==> config.mk <==
export PLATFORM = sky130hd
export DESIGN_NAME = ik_frame_sequencer_flat
export DESIGN_NICKNAME = d
export VERILOG_FILES = /design/src/rtl/ik_frame_sequencer_if.sv /design/src/rtl/ik_frame_sequencer.sv /design/src/flat_wrapper.sv
export SDC_FILE = /design/constraint.sdc
export NUM_CORES = 1
export LEC_CHECK = 0
export ABC_AREA = 0
export CAP_MARGIN = 10
export CORE_MARGIN = 2
export CORE_UTILIZATION = 30
export CTS_CLUSTER_SIZE = 25
export DETAILED_ROUTE_END_ITERATION = 12
export GPL_ROUTABILITY_DRIVEN = 1
export PLACE_DENSITY = 0.56
export SLEW_MARGIN = 20
export SYNTH_ARGS = -nofsm -noshare
export SYNTH_HDL_FRONTEND = slang
export SYNTH_SLANG_ARGS = --single-unit
==> constraint.sdc <==
create_clock -name clk -period 4.5 [get_ports clk]
set_clock_uncertainty 0.2 [all_clocks]
set_input_delay 1.35 -clock clk [delete_from_list [all_inputs] [get_ports clk]]
set_output_delay 1.35 -clock clk [all_outputs]
set_load 0.01 [all_outputs]
==> src/rtl/ik_frame_sequencer_if.sv <==
// Control and status bundle between the ik_swift_32 frame sequencer and its consumers.
// master drives the run controls; slave (the sequencer) drives position and pulses.
interface ik_frame_sequencer_if #(
  parameter int CNT_W    = 8,
  parameter int N_STROBE = 2,
  parameter int FRM_W    = 16
);
  logic                en;
  logic                clr;
  logic                start;
  logic                continuous;
  logic                busy;
  logic [CNT_W-1:0]    count;
  logic [N_STROBE-1:0] strobe;
  logic                mode;
  logic                frame_done;
  logic [FRM_W-1:0]    frames_run;

  modport master (
    output en, clr, start, continuous,
    input  busy, count, strobe, mode, frame_done, frames_run
  );

  modport slave (
    input  en, clr, start, continuous,
    output busy, count, strobe, mode, frame_done, frames_run
  );
endinterface

==> src/rtl/ik_frame_sequencer.sv <==
// Programmable frame sequencer: frame counter with start/busy/done handshake,
// one-shot or continuous runs, N strobe points and one active-low mode window.
module ik_frame_sequencer #(
  parameter int                          CNT_W     = 8,
  parameter int                          FRAME_LEN = 113,
  parameter int                          N_STROBE  = 2,
  parameter logic [N_STROBE*CNT_W-1:0]   STROBE_AT = {8'd98, 8'd28},
  parameter int                          WIN_LO    = 90,
  parameter int                          WIN_HI    = 99,
  parameter int                          FRM_W     = 16
) (
  input logic               clk,
  input logic               rst_n,
  ik_frame_sequencer_if.slave seq
);

  if (FRAME_LEN > (1 << CNT_W)) begin : g_bad_frame_len
    $error("ik_frame_sequencer: FRAME_LEN %0d does not fit in CNT_W %0d", FRAME_LEN, CNT_W);
  end
  if (!(WIN_LO < WIN_HI && WIN_HI <= FRAME_LEN)) begin : g_bad_window
    $error("ik_frame_sequencer: need WIN_LO < WIN_HI <= FRAME_LEN (%0d, %0d, %0d)",
           WIN_LO, WIN_HI, FRAME_LEN);
  end
  if (N_STROBE < 1) begin : g_bad_n_strobe
    $error("ik_frame_sequencer: N_STROBE must be at least 1");
  end
  for (genvar gi = 0; gi < N_STROBE; gi++) begin : g_chk_strobe
    if (int'(STROBE_AT[gi*CNT_W +: CNT_W]) >= FRAME_LEN) begin : g_bad_strobe
      $error("ik_frame_sequencer: STROBE_AT slice %0d is outside the frame", gi);
    end
  end

  typedef enum logic [0:0] {IDLE, RUN} state_t;

  localparam logic [CNT_W-1:0] CNT_LAST = CNT_W'(FRAME_LEN - 1);
  // Window bounds may equal 2**CNT_W, so compare with one extra bit.
  localparam logic [CNT_W:0]   WIN_LO_C = (CNT_W+1)'(WIN_LO);
  localparam logic [CNT_W:0]   WIN_HI_C = (CNT_W+1)'(WIN_HI);

  function automatic logic [FRM_W-1:0] sat_inc(input logic [FRM_W-1:0] v);
    return (&v) ? v : v + 1'b1;
  endfunction

  state_t              state;
  logic [CNT_W-1:0]    count;
  logic [N_STROBE-1:0] strobe;
  logic                frame_done;
  logic [FRM_W-1:0]    frames_run;
  logic [N_STROBE-1:0] strobe_hit;
  logic                in_window;

  always_comb begin
    strobe_hit = '0;
    for (int i = 0; i < N_STROBE; i++) begin
      strobe_hit[i] = (count == STROBE_AT[i*CNT_W +: CNT_W]);
    end
  end

  always_ff @(posedge clk or negedge rst_n) begin
    if (!rst_n) begin
      state      <= IDLE;
      count      <= '0;
      strobe     <= '0;
      frame_done <= 1'b0;
      frames_run <= '0;
    end else if (seq.clr) begin
      state      <= IDLE;
      count      <= '0;
      strobe     <= '0;
      frame_done <= 1'b0;
      frames_run <= '0;
    end else begin
      // Pulses default low so a stall can never stretch them.
      strobe     <= '0;
      frame_done <= 1'b0;
      if (seq.en) begin
        case (state)
          IDLE: begin
            count <= '0;
            if (seq.start) state <= RUN;
          end
          RUN: begin
            strobe <= strobe_hit;
            if (count == CNT_LAST) begin
              count      <= '0;
              frame_done <= 1'b1;
              frames_run <= sat_inc(frames_run);
              if (!seq.continuous) state <= IDLE;
            end else begin
              count <= count + 1'b1;
            end
          end
          default: state <= IDLE;
        endcase
      end
    end
  end

  assign in_window = ({1'b0, count} >= WIN_LO_C) && ({1'b0, count} < WIN_HI_C);

  assign seq.busy       = (state == RUN);
  assign seq.count      = count;
  assign seq.strobe     = strobe;
  assign seq.mode       = ~((state == RUN) && in_window);
  assign seq.frame_done = frame_done;
  assign seq.frames_run = frames_run;

endmodule

==> src/flat_wrapper.sv <==
// flat-port wrapper written by rule: the top's interface ports become plain ports
module ik_frame_sequencer_flat 
#(
  parameter int                          CNT_W     = 8,
  parameter int                          FRAME_LEN = 113,
  parameter int                          N_STROBE  = 2,
  parameter logic [N_STROBE*CNT_W-1:0]   STROBE_AT = {8'd98, 8'd28},
  parameter int                          WIN_LO    = 90,
  parameter int                          WIN_HI    = 99,
  parameter int                          FRM_W     = 16
)
  (clk, rst_n, seq_en, seq_clr, seq_start, seq_continuous, seq_busy, seq_count, seq_strobe, seq_mode, seq_frame_done, seq_frames_run);
  ik_frame_sequencer_if #(.CNT_W(CNT_W), .N_STROBE(N_STROBE), .FRM_W(FRM_W)) seq_i ();
  input logic clk;
  input logic rst_n;
  input wire logic [$bits(seq_i.en)-1:0] seq_en;
  input wire logic [$bits(seq_i.clr)-1:0] seq_clr;
  input wire logic [$bits(seq_i.start)-1:0] seq_start;
  input wire logic [$bits(seq_i.continuous)-1:0] seq_continuous;
  output wire logic [$bits(seq_i.busy)-1:0] seq_busy;
  output wire logic [$bits(seq_i.count)-1:0] seq_count;
  output wire logic [$bits(seq_i.strobe)-1:0] seq_strobe;
  output wire logic [$bits(seq_i.mode)-1:0] seq_mode;
  output wire logic [$bits(seq_i.frame_done)-1:0] seq_frame_done;
  output wire logic [$bits(seq_i.frames_run)-1:0] seq_frames_run;
  assign seq_i.en = seq_en;
  assign seq_i.clr = seq_clr;
  assign seq_i.start = seq_start;
  assign seq_i.continuous = seq_continuous;
  assign seq_busy = seq_i.busy;
  assign seq_count = seq_i.count;
  assign seq_strobe = seq_i.strobe;
  assign seq_mode = seq_i.mode;
  assign seq_frame_done = seq_i.frame_done;
  assign seq_frames_run = seq_i.frames_run;
  ik_frame_sequencer #(.CNT_W(CNT_W), .FRAME_LEN(FRAME_LEN), .N_STROBE(N_STROBE), .STROBE_AT(STROBE_AT), .WIN_LO(WIN_LO), .WIN_HI(WIN_HI), .FRM_W(FRM_W)) u_core (.clk(clk), .rst_n(rst_n), .seq(seq_i));
endmodule
; ---- After elaboration in Yosys (flattened, before gate mapping)
; Index checks and enable logic that the tools add are counted.
[totals]
regBits = 28
[op_classes]
n_addsub = 2
order_cmp = 2
n_eq_ne = 4
muxes = 22
n_bitwise = 2
n_reduce_logical = 7
[op_table]
columns = op, count
row1 = 2-to-1 mux 16 bit, 5
row2 = 2-to-1 mux 8 bit, 3
row3 = adder 16 x 1 -> 16 bit (second input constant), 1
row4 = equality test 8 x 7 -> 1 bit (second input constant), 2
row5 = one-hot mux 8 bit (2 select lines), 1
row6 = AND reduction 16 bit, 1
row7 = 2-to-1 mux 1 bit, 9
row8 = adder 8 x 1 -> 8 bit (second input constant), 1
row9 = equality test 8 x 5 -> 1 bit (second input constant), 1
row10 = greater-or-equal comparator 8 x 7 -> 1 bit (second input constant), 1
row11 = less-than comparator 8 x 7 -> 1 bit (second input constant), 1
row12 = 2-to-1 mux 2 bit, 3
row13 = nonzero test 2 bit, 3
row14 = AND reduction 4 bit, 1
row15 = logical AND 1 bit, 2
row16 = inequality test 2 bit (second input constant), 1
row17 = NOT 1 bit, 2
row18 = one-hot mux 1 bit (2 select lines), 1

; ---- Depth between registers and ports, before layout
[depth]
ltp_word = 6
depth_mapped = 8

; ---- Worst setup path before layout
; No wires, ideal clock.
[synth_path]
path_type = input to register
startpoint = input seq_en
endpoint = register u_core.frames_run[13] (netlist: u_core.seq.frames_run[13])
arrival_time_ps = 2852
setup_slack_ps = 1324
cell_stages = 6
cell_sequence = clkbuf_1 > nand2_1 > or3_1 > clkbuf_1 > nor4b_1 > mux2_2
[synth_between]
elab_chain_len = 2
[synth_lines]
columns = element, line_no
row1 = start: declaration, flat_wrapper.sv:16  ; input wire logic [$bits(seq_i.en)-1:0] seq_en;
row2 = nonzero test 2 bit (no source line), n/a
row3 = AND reduction 4 bit (no source line), n/a
row4 = end signal: assignment, ik_frame_sequencer.sv:87  ; frames_run <= sat_inc(frames_run);
row5 = end: declaration, ik_frame_sequencer.sv:48  ; logic [FRM_W-1:0] frames_run;
; No other way between the ends.
; A chain may end at the register's enable or synchronous reset.

; ---- Worst setup path in the final report
[layout_path]
startpoint = register u_core.count[3] (netlist: u_core.seq.count[3])
endpoint = output seq_mode
[layout_between]
elab_chain_len = 4
[layout_lines]
columns = element, line_no
row1 = start: declaration, ik_frame_sequencer.sv:45  ; logic [CNT_W-1:0] count;
row2 = start signal: assignment, ik_frame_sequencer.sv:90  ; count <= count + 1'b1;
row3 = greater-or-equal comparator 8 x 7 -> 1 bit / less-than comparator 8 x 7 -> 1 bit (equally long branches), ik_frame_sequencer.sv:99  ; assign in_window = ({1'b0, count} >= WIN_LO_C) && ({1'b0, count} < WIN_HI_C);
row4 = logical AND 1 bit (*), ik_frame_sequencer.sv:99
row5 = logical AND 1 bit (*), ik_frame_sequencer.sv:104  ; assign seq.mode = ~((state == RUN) && in_window);
row6 = NOT 1 bit (*), ik_frame_sequencer.sv:104
row7 = end: declaration, flat_wrapper.sv:23  ; output wire logic [$bits(seq_i.mode)-1:0] seq_mode;
; Every way passes the cells marked *; elsewhere a longest branch is shown, timed or not.

==> flow_summary.ini <==
[status]
status = finished, final reports clean

[critical_path]
crit_fanout = 7
cp_slowest_cell = clkdlybuf4s50_1
critPathBufInv = 1
cp.depth = 5
critPathArrivalTime_ps = 2140
timing.critical_path.to = seq_mode
cp-end-kind = primary output
r2r-start = u_core.seq.count[3]
critical_path.startpoint = u_core.seq.count[3]
critPathKind = reg2out
r2r_end = u_core.seq.frames_run[6]
critPathMaxStageDelay_ps = 480
cp-start-kind = flop
reg2reg_depth = 4
path_delay_family = simple AND/OR/NAND/NOR gates
crit_chain = or3_1 > nor2_1 > a21oi_1 > or3_1 > clkdlybuf4s50_1
cpMostUsedCell = or3_1
rrSetupSlack_ps = 2020
required_ps = 2950

[floorplan]
fp.dieW_um = 77.0
die_h_um = 77.0
num_io_pins = 35
coreArea_sq_um = 5140
fp-row-count = 26
die_area_sq_um = 5930
start_util = 0.311

[timing]
fmax_ghz = 0.271
rsz0062_at_grt = no
hold_slack_ps = 360
finalSetupViolations = 0
finalCritPeriodShare = 0.819
hold_viol = 0
tns_ps = 0
tightest_slew_ps = 778
relSlewSlack = 0.477
drv_slew = 0
min_period_ps = 3690

[synth]
synth_edf_count = 0
synth_seq_cells = 28
synth_most_common_cell = dfrtp_1
synth.distinct_cells = 38
ys.flop_type = dfrtp_1
syn_nets = 183
yosys-mux-area-fraction = 0.0352
netlist_instances = 173
yosysSeqAreaShare = 0.439
synth_area_sq_um = 1600
synthSimpleGateAreaFrac = 0.309
synthArstFlopShare = 1.00
yosys_warnings = 0
synth_top_area_share = 0.439
synth_xor_area_frac = 0.0329
post_synth_main_area_contributors = dfrtp_1, a21oi_1, nor2_1
synth_top_family_by_area = simple AND/OR/NAND/NOR gates
yosys-top-cells-count = dfrtp_1, nor2_1, a21oi_1
syn-mean-instance-area_sq_um = 9.24
synth_area_leader_cell = dfrtp_1
synth-compound-area-share = 0.119
synth-adder-area-share = 0.0313

[route]
drc = 0
vias = 1436
viasPerCell = 5.24
wl_per_cell_um = 14.4
postRouteAntennaNets = 0
totalWireLength_um = 3950
drt_iter0_drc = 78
first_pass_iters = 4

[pwr]
power_uw = 440
p_leak_nw = 0.743
intPower_uw = 340
power_switching_uw = 100
peakVddDrop_v = 0.0000979
seq_power_share = 0.578
p_comb_frac = 0.055
clkPwrFrac = 0.367
switching_share = 0.227
p_per_area_nw_per_um2 = 213

[clocking]
cts_setup_buffers = 0
cts_resized = 0
clockBufferDepth = 2
htreeDepth = 1
ctsHoldBuffers = 0
clock_sink_count = 28
root_buffer = clkbuf_8
clk_latency_ps = 270
cts.clk_slew.worst_paths_ps = 100
numCtsBuffers = 3
cts_tree = yes

[finish]
n_antenna_cell = 0
nFillCells = 557
drive_gt1_frac = 0.0588
finalNetCount = 215
area_growth_pct = 29.0

[placement]
dp_hpwl_um = 2770
port_buffers = 34
gp_congestion = 0.761

[global_routing]
track_usage = 0.138
grt_max_degree = 29
gr-total-overflow = 0
antenna_found_initial = 0
grt_pass1_vias = 1330
grt_pass1_wl_um = 6680

[run]
cap_violations = 0

[worst_hold_path]
hold_class = reg2reg
## power groups by stage
stage / clock (mW) / sequential [mW] / combinational (mW)
floorplan: 0 / 0.259 / 0.00923
global placement: 0 / 0.259 / 0.0248
detailed placement: 0 / 0.259 / 0.0250
CTS: 0.168 / 0.254 / 0.0252
global route: 0.175 / 0.254 / 0.0275
finish: 0.162 / 0.254 / 0.0243
## worst min-delay path by stage
| stage | startpoint | cells after the start | slack, ps | end |
|---|---|---|---|---|
| 2_1_floorplan | u_core.seq.count[7] | 1 | 350 | u_core.seq.strobe[1] |
| 3_5_place_dp | u_core.seq.count[7] | 1 | 340 | u_core.seq.strobe[1] |
| 4_1_cts | u_core.seq.count[7] | 1 | 360 | u_core.seq.strobe[1] |
| 3_3_place_gp | u_core.seq.count[7] | 1 | 340 | u_core.seq.strobe[1] |
| 5_1_grt | u_core.seq.count[7] | 1 | 390 | u_core.seq.strobe[1] |
| 6_report | u_core.seq.count[7] | 1 | 360 | u_core.seq.strobe[1] |
## registers in the layout (all words and copies together) (netlist names)
name	count
u_core.seq.strobe	2
u_core.seq.count	8
u_core.seq.frames_run	16
u_core.seq.frame_done	1
u_core.seq.busy	1
## per-stage QoR
stage	utilization	setup WS [ps]	std cells	cell area, sq um
3_3_place_gp	0.390	770	270	2010
4_1_cts	0.401	786	274	2060
3_5_place_dp	0.390	715	270	2010
5_1_grt	0.401	737	274	2060
2_1_floorplan	-	1320	173	1600
6_report	0.401	813	274	2060
## cell usage in the layout (no fill, tap or decap), drive strengths merged, types with 2 or more instances in the layout
| cell type | count |
|---|---|
| a21oi | 14 |
| nand4 | 5 |
| clkdlybuf4s50 | 34 |
| mux2 | 5 |
| clkbuf | 4 |
| inv | 5 |
| or4 | 7 |
| dfrtp | 28 |
| o2111ai | 2 |
| o31ai | 6 |
| nor2 | 15 |
| xor2 | 3 |
| nor2b | 5 |
| nand2 | 9 |
| or3 | 8 |
| buf | 2 |
| nand3 | 7 |
| o21ai | 5 |
| ha | 4 |
| and4 | 2 |
| nand2b | 3 |
| nor3 | 9 |
| nor4 | 7 |
| xnor2 | 3 |
## cell type report
type	count	area, sq um	share of cell area
Multi-Input combinational cell	131	843	0.409
Clock buffer	4	55.1	0.0267
Tap cell	70	87.6	0.0425
Inverter	5	18.8	0.00911
Timing Repair Buffer	36	355	0.172
Sequential cell	28	701	0.340
## routing by layer
metal	part of all wire	up-vias	track usage	wire length (um)
met2	0.44	30	0.214	1750
met1	0.51	694	0.198	2030
met3	0.031	2	0.0176	123
li1	-	710	-	-
met4	0.011	0	0.0482	42
met5	0	-	0	0
## worst reg2reg max path, delay by kind of cell (launching register included)
family / cells / cell delay, ps
flops: 1 / 470
compound gates: 1 / 150
simple gates: 3 / 1600
## kinds of logic after synthesis
| logic type | Yosys count |
|---|---|
| buf+inv | 14 |
| compound gates | 31 |
| flops | 28 |
| xor+xnor | 6 |
| simple gates | 85 |
| fa+ha+maj | 4 |
| mux | 5 |
Note: power is estimated with default switching activity, not from simulation.
